--- src/rtl/instruction_pkg.sv ---
// Shared instruction-stream types: the fetch queue entry and instruction size.
package instruction_pkg;

    localparam logic [31:0] INST_BYTES = 32'd4;

    typedef struct packed {
        logic [31:0] pc;
        logic [31:0] inst;
    } fetch_entry_t;

    function automatic logic [31:0] align_pc(input logic [31:0] pc);
        return {pc[31:2], 2'b00};
    endfunction

endpackage

--- src/rtl/fetch_queue.sv ---
// Synchronous FIFO of fetch entries; flush wins over push and pop.
// Head is read straight from storage, so a push is visible the cycle after.
module fetch_queue
    import instruction_pkg::*;
#(
    parameter  int unsigned QDEPTH = 2,
    localparam int unsigned CNT_W  = $clog2(QDEPTH) + 1
) (
    input  logic               clk,
    input  logic               reset,
    input  logic               push,
    input  logic               pop,
    input  logic               flush,
    input  fetch_entry_t       push_entry,
    output logic [CNT_W-1:0]   count,
    output logic               empty,
    output fetch_entry_t       head
);

    localparam int unsigned PTR_W = $clog2(QDEPTH);

    fetch_entry_t             mem_q [QDEPTH];
    logic [PTR_W-1:0]         wr_ptr_q, wr_ptr_d;
    logic [PTR_W-1:0]         rd_ptr_q, rd_ptr_d;
    logic [CNT_W-1:0]         count_q, count_d;
    logic                     wr_en;

    assign wr_en = push && !flush;

    always_comb begin
        wr_ptr_d = wr_ptr_q;
        rd_ptr_d = rd_ptr_q;
        count_d  = count_q;
        if (flush) begin
            wr_ptr_d = '0;
            rd_ptr_d = '0;
            count_d  = '0;
        end else begin
            if (push) wr_ptr_d = wr_ptr_q + PTR_W'(1);
            if (pop)  rd_ptr_d = rd_ptr_q + PTR_W'(1);
            count_d = count_q + CNT_W'(push) - CNT_W'(pop);
        end
    end

    // NOTE: reset is sampled on the clock edge only; sequential state uses <=.
    always_ff @(posedge clk) begin
        if (reset) begin
            wr_ptr_q <= '0;
            rd_ptr_q <= '0;
            count_q  <= '0;
        end else begin
            wr_ptr_q <= wr_ptr_d;
            rd_ptr_q <= rd_ptr_d;
            count_q  <= count_d;
        end
    end

    // NOTE: storage needs no reset; count gates every read of it.
    always_ff @(posedge clk) begin
        if (wr_en) mem_q[wr_ptr_q] <= push_entry;
    end

    assign count = count_q;
    assign empty = (count_q == '0);
    assign head  = mem_q[rd_ptr_q];

    assert property (@(posedge clk) disable iff (reset)
        (push && !flush) |-> (count_q != CNT_W'(QDEPTH)));

endmodule

--- src/rtl/fetch.sv ---
// Instruction fetch front end: credit-limited sequential reads, flushable queue.
// Optional FETCH_PERF_EN adds delivered-instruction and redirect counters.
module fetch
    import instruction_pkg::*;
#(
    parameter logic [31:0] RESET_PC = 32'h0000_0000,
    parameter int unsigned QDEPTH   = 2
) (
    input  logic        clk,
    input  logic        reset,
    input  logic        pc_v_x,
    input  logic [31:0] pc_x,
    output logic [31:0] pc_o,
    output logic        inst_v_o,
    output logic [31:0] inst_o,
    output logic        imem_req_o,
    output logic [31:0] imem_addr_o,
    input  logic        imem_gnt_i,
    input  logic        imem_rvalid_i,
    input  logic [31:0] imem_rdata_i
`ifdef FETCH_PERF_EN
    ,
    output logic [31:0] perf_inst_o,
    output logic [31:0] perf_flush_o
`endif
);

    localparam int unsigned CNT_W = $clog2(QDEPTH) + 1;
    localparam int unsigned SUM_W = CNT_W + 1;

    logic [31:0]      fetch_pc_q, fetch_pc_d;
    logic [31:0]      resp_pc_q, resp_pc_d;
    logic [CNT_W-1:0] outstanding_q, outstanding_d;
    logic [CNT_W-1:0] drop_q, drop_d;

    logic [CNT_W-1:0] q_count;
    logic             q_empty;
    fetch_entry_t     q_head;

    logic             pop, grant, rvalid, keep;
    logic [SUM_W-1:0] credit_used;
    logic [31:0]      target;

    assign target   = align_pc(pc_x);
    assign inst_v_o = !q_empty && !pc_v_x;
    assign pop      = inst_v_o;

    // Outstanding requests already own queue slots, so the queue cannot overflow.
    assign credit_used = {1'b0, q_count} + {1'b0, outstanding_q} - SUM_W'(pop);
    assign imem_req_o  = !reset && !pc_v_x && (credit_used < SUM_W'(QDEPTH));
    assign imem_addr_o = fetch_pc_q;

    assign grant  = imem_req_o && imem_gnt_i;
    assign rvalid = imem_rvalid_i && !reset;
    assign keep   = rvalid && !pc_v_x && (drop_q == '0);

    always_comb begin
        fetch_pc_d    = fetch_pc_q;
        resp_pc_d     = resp_pc_q;
        drop_d        = drop_q;
        outstanding_d = outstanding_q + CNT_W'(grant) - CNT_W'(rvalid);
        if (pc_v_x) begin
            fetch_pc_d = target;
            resp_pc_d  = target;
            // The response landing now is discarded by the flush, not by drop.
            drop_d     = outstanding_q - CNT_W'(rvalid);
        end else begin
            if (grant) fetch_pc_d = fetch_pc_q + INST_BYTES;
            if (rvalid) begin
                if (drop_q != '0) drop_d = drop_q - CNT_W'(1);
                else              resp_pc_d = resp_pc_q + INST_BYTES;
            end
        end
    end

    always_ff @(posedge clk) begin
        if (reset) begin
            fetch_pc_q    <= RESET_PC;
            resp_pc_q     <= RESET_PC;
            outstanding_q <= '0;
            drop_q        <= '0;
        end else begin
            fetch_pc_q    <= fetch_pc_d;
            resp_pc_q     <= resp_pc_d;
            outstanding_q <= outstanding_d;
            drop_q        <= drop_d;
        end
    end

    fetch_queue #(.QDEPTH(QDEPTH)) u_queue (
        .clk        (clk),
        .reset      (reset),
        .push       (keep),
        .pop        (pop),
        .flush      (pc_v_x),
        .push_entry ('{pc: resp_pc_q, inst: imem_rdata_i}),
        .count      (q_count),
        .empty      (q_empty),
        .head       (q_head)
    );

    assign pc_o   = q_head.pc;
    assign inst_o = q_head.inst;

`ifdef FETCH_PERF_EN
    logic [31:0] perf_inst_q, perf_inst_d;
    logic [31:0] perf_flush_q, perf_flush_d;

    always_comb begin
        perf_inst_d  = perf_inst_q + 32'(inst_v_o);
        perf_flush_d = perf_flush_q + 32'(pc_v_x);
    end

    always_ff @(posedge clk) begin
        if (reset) begin
            perf_inst_q  <= '0;
            perf_flush_q <= '0;
        end else begin
            perf_inst_q  <= perf_inst_d;
            perf_flush_q <= perf_flush_d;
        end
    end

    assign perf_inst_o  = perf_inst_q;
    assign perf_flush_o = perf_flush_q;
`endif

endmodule
--- config.mk ---
export PLATFORM = sky130hd
export DESIGN_NAME = fetch
export DESIGN_NICKNAME = d
export VERILOG_FILES = /design/src/rtl/instruction_pkg.sv /design/src/rtl/fetch_queue.sv /design/src/rtl/fetch.sv
export SDC_FILE = /design/constraint.sdc
export NUM_CORES = 1
export LEC_CHECK = 0
export BUFFER_PORTS_ARGS = -buffer_cell sky130_fd_sc_hd__buf_2
export CAP_MARGIN = 10
export CORE_MARGIN = 2
export CORE_UTILIZATION = 35
export DETAILED_ROUTE_END_ITERATION = 10
export SKIP_CTS_REPAIR_TIMING = 1
export SLEW_MARGIN = 20
export SYNTH_ARGS = -nofsm -noshare
export SYNTH_HDL_FRONTEND = slang
export SYNTH_SLANG_ARGS = --single-unit
--- constraint.sdc ---
create_clock -name clk -period 17.1 [get_ports clk]
set_clock_uncertainty 0.15 [all_clocks]
set_input_delay 3.42 -clock clk [delete_from_list [all_inputs] [get_ports clk]]
set_output_delay 3.42 -clock clk [all_outputs]
set_load 0.05 [all_outputs]
Word level (Yosys, flattened, before mapping) --
Memory sizes are Yosys's and may differ from the RTL's. A register that Yosys moved wholly into a read port is not among the register bits. Index checks and enable logic that the tools add are counted.
Operators by class: add/subtract/negate cells 12, bitwise operators 1, reductions and logical operators 21, equality and inequality tests 1, order comparisons 1, mux-type cells 12
Operators with widths (number):
- 2-to-1 mux 32 bit | 5
- adder 32 x 3 -> 32 bit, second input constant | 2
- logical AND 1 bit | 8
- nonzero test 2 bit | 4
- 2-to-1 mux 2 bit | 3
- AND reduction 2 bit | 3
- subtractor 2 x 1 -> 2 bit | 3
- adder 2 x 1 -> 2 bit | 2
- logical NOT 2 bit | 2
- 2-to-1 mux 1 bit | 4
- adder 2 x 2 -> 3 bit | 1
- logical NOT 1 bit | 3
- less-than comparator 3 x 2 -> 1 bit, second input constant | 1
- subtractor 3 x 1 -> 3 bit | 1
- adder 1 bit, second input constant | 2
- inequality test 2 bit, second input constant | 1
- OR reduction 2 bit | 1
- subtractor 2 x 1 -> 2 bit, second input constant | 1
- NOT 1 bit | 1
Storage, ports and cells: memory bits (writable) 128, input bits 69, memories 1, logic and storage cells 58, flip-flop bits (word level) 72, output and inout bits 98
Memory list:
- u_queue.mem_q | depth 2, bits a word 64, rd ports 1, clocked after Yosys merged registers in 1, write ports 1, line fetch_queue.sv:22 | fetch_entry_t mem_q [QDEPTH];

Longest topological paths before layout --
Gate-level depths: netlist of run 1.
depth after elaboration 9, gate-level depth with buffers 15, gate-level depth less buffers 14

Hierarchy --
Synthesis of run 1 repeated with hierarchy kept, for this count alone.
Unflattened totals: cell total of the unflattened synthesis 693, area, all modules 8868.5 sq um
Modules (own cells, without submodules):
- fetch_queue | times used 1, cells an instance 219, area an instance 5141.2 sq um, seq. area each 3943.8 sq um
- fetch | times used 1, cells an instance 474, area an instance 3727.3 sq um, seq. area each 1281.2 sq um

Worst setup path before layout of run 1 --
Ideal clock, no wire load.
kind input port to output port, start point in pc_v_x, end point out imem_req_o, data arrival time 6081 ps, stages 9, required time 13530 ps, setup slack 7449 ps, buffers on the path 2, cell sequence clkbuf_1 buf_1 nor2_1 ha_1 inv_1 nand2_1 fa_1 xor2_1 and3_1
Between the ends: longest elaborated chain between the ends 5, elaborated cells on any way between the ends 6, classes of those cells 1 x add/sub; 1 x order compare; 4 x reduce/logical
RTL lines:
- from (decl) | line fetch.sv:11 | input logic pc_v_x,
- logical NOT 1 bit | line fetch.sv:45 | assign inst_v_o = !q_empty && !pc_v_x;
- logical AND 1 bit | line fetch.sv:45
- named net inst_v_o | line fetch.sv:14 | output logic inst_v_o,
- subtractor 3 x 1 -> 3 bit | line fetch.sv:49 | assign credit_used = {1'b0, q_count} + {1'b0, outstanding_q} - SUM_W'(pop);
- less-than comparator 3 x 2 -> 1 bit | line fetch.sv:50 | assign imem_req_o = !reset && !pc_v_x && (credit_used < SUM_W'(QDEPTH));
- logical AND 1 bit | line fetch.sv:50
- to (decl) | line fetch.sv:16 | output logic imem_req_o,
The timed path passes the listed nets, and every way through them passes these cells.

Final worst setup path of run 1 --
start point in pc_v_x, end point out imem_req_o
Between the ends: longest elaborated chain between the ends 5, elaborated cells on any way between the ends 6, classes of those cells 1 x add/sub; 1 x order compare; 4 x reduce/logical
RTL lines (line):
- logical NOT 1 bit (*) | fetch.sv:45, fetch.sv:50
- logical AND 1 bit | fetch.sv:45
- subtractor 3 x 1 -> 3 bit | fetch.sv:49
- less-than comparator 3 x 2 -> 1 bit | fetch.sv:50
- logical AND 1 bit (*) | fetch.sv:50
Every way passes the cells marked *; elsewhere a longest branch is shown, timed or not.

==> results of run 1 <==
cell usage after synthesis, drive strengths merged, types with 2 or more instances:
cell | n | area [um^2]
a211oi | 11 | 87.6
a21boi | 15 | 113
a21oi | 32 | 160
a31oi | 3 | 18.8
a32oi | 2 | 17.5
and2 | 7 | 43.8
and3 | 6 | 37.5
and4 | 6 | 52.6
buf | 13 | 80.1
clkbuf | 19 | 71.3
dfxtp | 69 | 1380
edfxtp | 124 | 3720
ha | 9 | 113
inv | 27 | 101
mux2 | 66 | 743
nand2 | 39 | 146
nand3 | 26 | 130
nand4 | 20 | 125
nand4b | 2 | 32.5
nor2 | 34 | 130
nor2b | 4 | 25.0
nor3 | 16 | 90.1
nor3b | 2 | 15.0
nor4 | 10 | 118
o211ai | 3 | 22.5
o21a | 4 | 30.0
o21ai | 9 | 45.0
o21bai | 3 | 22.5
o22ai | 2 | 12.5
o311ai | 5 | 43.8
or2 | 2 | 12.5
or3 | 3 | 18.8
or4 | 4 | 30.0
xnor2 | 20 | 175
xor2 | 29 | 254
routing by layer:
layer,GRT usage,vias to the layer above
li1,-,2740
met5,0,-
met4,0.0446,2
met1,0.218,2761
met2,0.263,159
met3,0.0351,16
critical path: cells and delay by family:
family | cells | cell delay [ps]
buf+inv | 4 | 770
fa+ha+maj | 2 | 730
simple gates | 3 | 390
xor+xnor | 1 | 210
sequential cells by signal (all words and copies together) (netlist names), named ones only:
name / count
u_queue.count: 2
imem_addr_o: 30
resp_pc_q: 30
u_queue.rd_ptr_q: 1
outstanding_q: 2
drop_q: 2
u_queue.mem_q: 124
u_queue.wr_ptr_q: 1
cell type report:
cell class | instances | area [um^2] | share of cell area
clock inverter | 10 | 87.6 | 0.00870
clock buffer | 22 | 517 | 0.0514
multi-input combinational | 408 | 3000 | 0.298
inverter | 27 | 101 | 0.0101
sequential | 193 | 5110 | 0.507
tap | 319 | 399 | 0.0397
timing repair buffer | 167 | 853 | 0.0848
cells in the final DEF, fill, tap and decap left out, types with 7 or more instances in the layout:
cell type	count
a21boi_0	10
nand3_1	26
mux2_2	63
xor2_1	29
a211oi_1	10
nor2_1	33
inv_1	25
nor3_1	13
dfxtp_1	68
buf_4	7
edfxtp_1	124
clkbuf_16	19
ha_1	9
buf_2	160
nand2_1	39
xnor2_1	20
nand4_1	20
a21oi_1	32
where the power goes:
group	total (mW)	leakage (nW)	switching [mW]	internal, mW
Combinational	0.125	1.71	0.0873	0.0377
Clock	0.395	0.294	0.176	0.219
Sequential	0.529	1.71	0.0157	0.514
Total	1.05	3.71	0.279	0.771
path summary, 6_finish.rpt:
path | from | to | slack (ps) | cells past startpoint
hold / removal | resp_pc_q[31] | u_queue.mem_q[0][63] | 330 | 0
setup reg to reg | u_queue.count[1] | outstanding_q[0] | 13650 | 13
hold reg to reg | resp_pc_q[31] | u_queue.mem_q[0][63] | 330 | 0
setup / recovery | pc_v_x | imem_req_o | 8000 | 10
kinds of logic after synthesis:
kind of cell             after synthesis  synth area share
AO/OA/AOI/OAI                         95            0.0747
adder cells (fa/ha/maj)               10            0.0159
flip-flops                           193             0.612
AND/OR/NAND/NOR                      183             0.125
buffers and inverters                 59            0.0303
multiplexers                          67            0.0903
XOR/XNOR                              49            0.0515
other                                  1          0.000450
per-stage QoR:
step	cells	area (um^2)	power (mW)
after detailed placement	1114	9460	0.666
after global placement	1114	9460	0.664
final	1146	10100	1.05
after CTS	1146	10100	1.06
after global routing	1146	10100	1.09
after floorplan	660	8350	0.628
==> metrics.cfg, run 1 <==
[power]
max-vdd-ir-drop_uv = 47.3
power_density_nw_per_um2 = 104
p_leak_nw = 3.71

[timing]
worst_slack_ps = 8000
slew_headroom = 0.368
finalCritPeriodShare = 0.532
hold_slack_ps = 334
worstMarginPinSlew_ps = 941
setup_tns_ps = 0
setup_viol = 0
finalHoldViolCount = 0
rsz0062_at_grt = no
slew_violations = 0
layout_min_cycle_time_ps = 9100
timing.fmax_ghz = 0.110

[clock_tree]
h-tree-depth = 4
clkTransAtPathRegs_ps = 70
insertion_delay_ps = 430
clock-root-buffer = clkbuf_16
tritoncts = done
numClockSinks = 193
cts_max_path_buffers = 2
cts_buffers = 17

[route]
met3_wirelength_mm = 1.19
drc = 0
wire_per_inst_um = 17.3
drt_iter0_drc = 379
via_per_inst = 4.95
drt-met1-wl_mm = 9.09
num_vias = 5678
wl_met2_mm = 9.30
ant_nets = 0
drt_pass1_iterations = 5
drt_wl_total_mm = 19.8
top_layer = met5

[critical_path]
worst_setup_path_end_kind = output port
required_ps = 13530
cpMaxStageDelayCell = fa_1
crit_chain = buf_2, buf_4, nor2_1, ha_1, inv_1, nand2_1, fa_1, xor2_1, and3_1, buf_2
max_stage_delay_ps = 420
critPathLaunchType = primary input
crit_fanout = 38
crit_arrival_ps = 5530
worstSetupPathType = in -> out
path_common_cell = buf_2

[die]
die-width_um = 158
rows = 56
die_h_um = 158
initial_core_util = 0.356
coreArea_um2 = 23400
die_area_um2 = 25100
io_pins = 167

[logic_synthesis]
synthArstFlopShare = 0
syn_area_um2 = 8340
synth_ff_type = edfxtp_1
avgSynthCellArea_um2 = 12.7
ys_ff_latch = 193
ys_warn_count = 0
synth_cell_type_count = 59
syn_inst = 657
ys_seq_area_frac = 0.612
synth_edf_count = 124

[placed_design]
io_buffers = 160
globalplace.congestion = 0.795
dp_hpwl_mm = 13.4
post-place-ws_ps = 7990

[status]
status = finished, final reports clean

[layout]
fin_nets = 893
drive_gt1_frac = 0.340
area_delta_synth_final_pct = 20.7
nFillCells = 2253
postLayoutCoreUtil = 0.430
antenna_cells = 0

[grt]
grt_max_degree = 63
grt_pass1_wl_mm = 30.2
grt_pass1_vias = 5409
grt_overflow = 0
antenna_found_initial = 1
grt_usage = 0.162

[flow_run]
max-cap-violations = 0

[min_path]
min_path_type = reg -> reg

No activity file was read; power rests on OpenSTA's default activity.
==> run 2, diff against run 1 <==
- clock period: 17.1 -> 7.5 ns (I/O delays scaled with it)
==> metrics.cfg, run 2 (same netlist as run 1, synthesis figures left out) <==
[timing]
layout_min_cycle_time_ps = 4890
slew_headroom = 0.403  ; +0.0347
worst_slack_ps = 2610  ; -5390 ps
hold_slack_ps = 331  ; -3.57 ps
slew_violations = 0  ; unchanged
rsz0062_at_grt = no
timing.fmax_ghz = 0.205
worstMarginPinSlew_ps = 896  ; -44.8 ps
finalCritPeriodShare = 0.652
setup_viol = 0  ; unchanged
finalHoldViolCount = 0  ; unchanged
setup_tns_ps = 0  ; unchanged

[die]
rows = 56  ; unchanged
io_pins = 167  ; unchanged
coreArea_um2 = 23400  ; unchanged
die-width_um = 158  ; unchanged
die_area_um2 = 25100  ; unchanged
initial_core_util = 0.356  ; unchanged
die_h_um = 158  ; unchanged

[route]
drt_wl_total_mm = 19.3  ; -2.4%
ant_nets = 0  ; unchanged
drc = 0  ; unchanged
via_per_inst = 4.87  ; -1.6%
drt_iter0_drc = 344  ; -9.2%
drt_pass1_iterations = 4  ; -1
wire_per_inst_um = 16.8  ; -2.5%
num_vias = 5591  ; -1.5%

[power]
power_density_nw_per_um2 = 238  ; +130%
p_sw_uw = 640  ; +130%
p_leak_nw = 3.69  ; -0.60%
power.share.sequential = 0.504  ; about the same
p_int_mw = 1.75  ; +130%
combPwrFrac = 0.119  ; about the same
p_sw_frac = 0.267  ; +0.00148
power_mw = 2.39  ; +130%
max-vdd-ir-drop_uv = 148  ; +210%
clock_power_share = 0.377  ; about the same

[critical_path]
crit_start = pc_v_x
worstSetupPathType = in -> out
crit_arrival_ps = 3240  ; -2290 ps
crit_fanout = 3  ; -92%
worst_setup_path_end_kind = output port
reg2reg_to = outstanding_q[0]
r2r-start = u_queue.count[1]
required_ps = 5850  ; -7680 ps
reg2reg_slack_ps = 3990  ; -9660 ps
critPathLaunchType = primary input
reg2reg_depth = 13  ; unchanged

[clock_tree]
clkTransAtPathRegs_ps = 70  ; about the same
insertion_delay_ps = 430  ; about the same
tritoncts = done
clock-root-buffer = clkbuf_16
cts_max_path_buffers = 2  ; unchanged
cts_buffers = 17  ; unchanged
numClockSinks = 193  ; unchanged
h-tree-depth = 4  ; unchanged

[grt]
grt_usage = 0.156  ; -0.00542
grt_pass1_wl_mm = 29.4  ; -2.7%
antenna_found_initial = 1  ; unchanged
grt_max_degree = 63  ; unchanged
grt_overflow = 0  ; unchanged
grt_pass1_vias = 5364  ; -0.83%

[layout]
fin_nets = 893  ; unchanged
fin_cells = 1147  ; +0.087%
layout_commonest_cell = buf_2
final_cell_mix = buf_2, edfxtp_1, dfxtp_1
nFillCells = 2253  ; unchanged
drive_gt1_frac = 0.339  ; -0.00121
largest_register_ffs = 124  ; unchanged
largest-register = u_queue.mem_q
area_delta_synth_final_pct = 20.5

[status]
status = finished, final reports clean

[min_path]
hold_start = resp_pc_q[8]
min_path_type = reg -> reg
holdPathEnd = u_queue.mem_q[1][40]
whs_path_depth = 0  ; unchanged

[placed_design]
dp_cells = 1114  ; unchanged
dp_hpwl_mm = 13.1  ; -2.4%
post-place-ws_ps = 2630  ; -5360 ps
io_buffers = 160  ; unchanged
globalplace.congestion = 0.776  ; -2.3%

[flow_run]
max-cap-violations = 0  ; unchanged

==> run 2: cell count changes in the layout (fill, tap and decap cells not counted) <==
cell | before | now
clkinvlp_4 | 2 | 5
inv_8 | 2 | 1
clkinv_4 | 3 | 0
bufinv_16 | 0 | 2
clkbuf_16 | 19 | 17
diode_2 | 0 | 1
clkinv_2 | 0 | 2
clkbuf_1 | 0 | 1
inv_6 | 2 | 4
clkbuf_8 | 3 | 0
inv_4 | 1 | 0
==> run 2: metal layers <==
metal / global-route usage / part of all wire / up-vias
li1: - / - / 2732
met1: 0.208 / 0.45 / 2661
met2: 0.252 / 0.47 / 180
met3: 0.0411 / 0.073 / 16
met4: 0.0442 / 0.013 / 2
met5: 0 / 0.00067 / -
==> run 2: critical path, stage by stage <==
cell and delay (ps):
buf_2 100, nor2_1 150, ha_1 250, inv_1 70, nand2_1 70, fa_1 420
xor2_1 210, and3_1 190, buf_2 260
==> run 2: cell type report <==
class                   instances  area, um^2  area share
inverters                      27         101      0.0101
flip-flops and latches        193        5110       0.508
diodes                          1        2.50    0.000249
repair buffers                167         853      0.0850
well taps                     319         399      0.0397
clock inverters                14         154      0.0153
multi-input cells             408        3000       0.298
clock buffers                  18         429      0.0427
==> run 2: through the flow <==
stage / util / cell area (um^2)
after floorplan: - / 8350
after global placement: 0.404 / 9460
after detailed placement: 0.404 / 9460
after CTS: 0.429 / 10000
after global routing: 0.429 / 10000
final: 0.429 / 10000
==> run 2: power by group through the flow <==
| stage | logic (mW) | clock network (mW) | registers [mW] |
|---|---|---|---|
| floorplan | 0.173 | 0 | 1.26 |
| global placement | 0.283 | 0 | 1.23 |
| finish | 0.284 | 0.903 | 1.21 |
| global route | 0.307 | 0.970 | 1.21 |
| detailed placement | 0.286 | 0 | 1.23 |
| CTS | 0.287 | 0.924 | 1.21 |
==> run 2: worst max path at each step <==
stage	endpoint	slack, ps
3_5_place_dp	imem_req_o	2630
5_1_grt	imem_req_o	2470
3_3_place_gp	imem_req_o	2650
6_report	imem_req_o	2610
4_1_cts	imem_req_o	2610
2_1_floorplan	u_queue.mem_q[0][0]	600
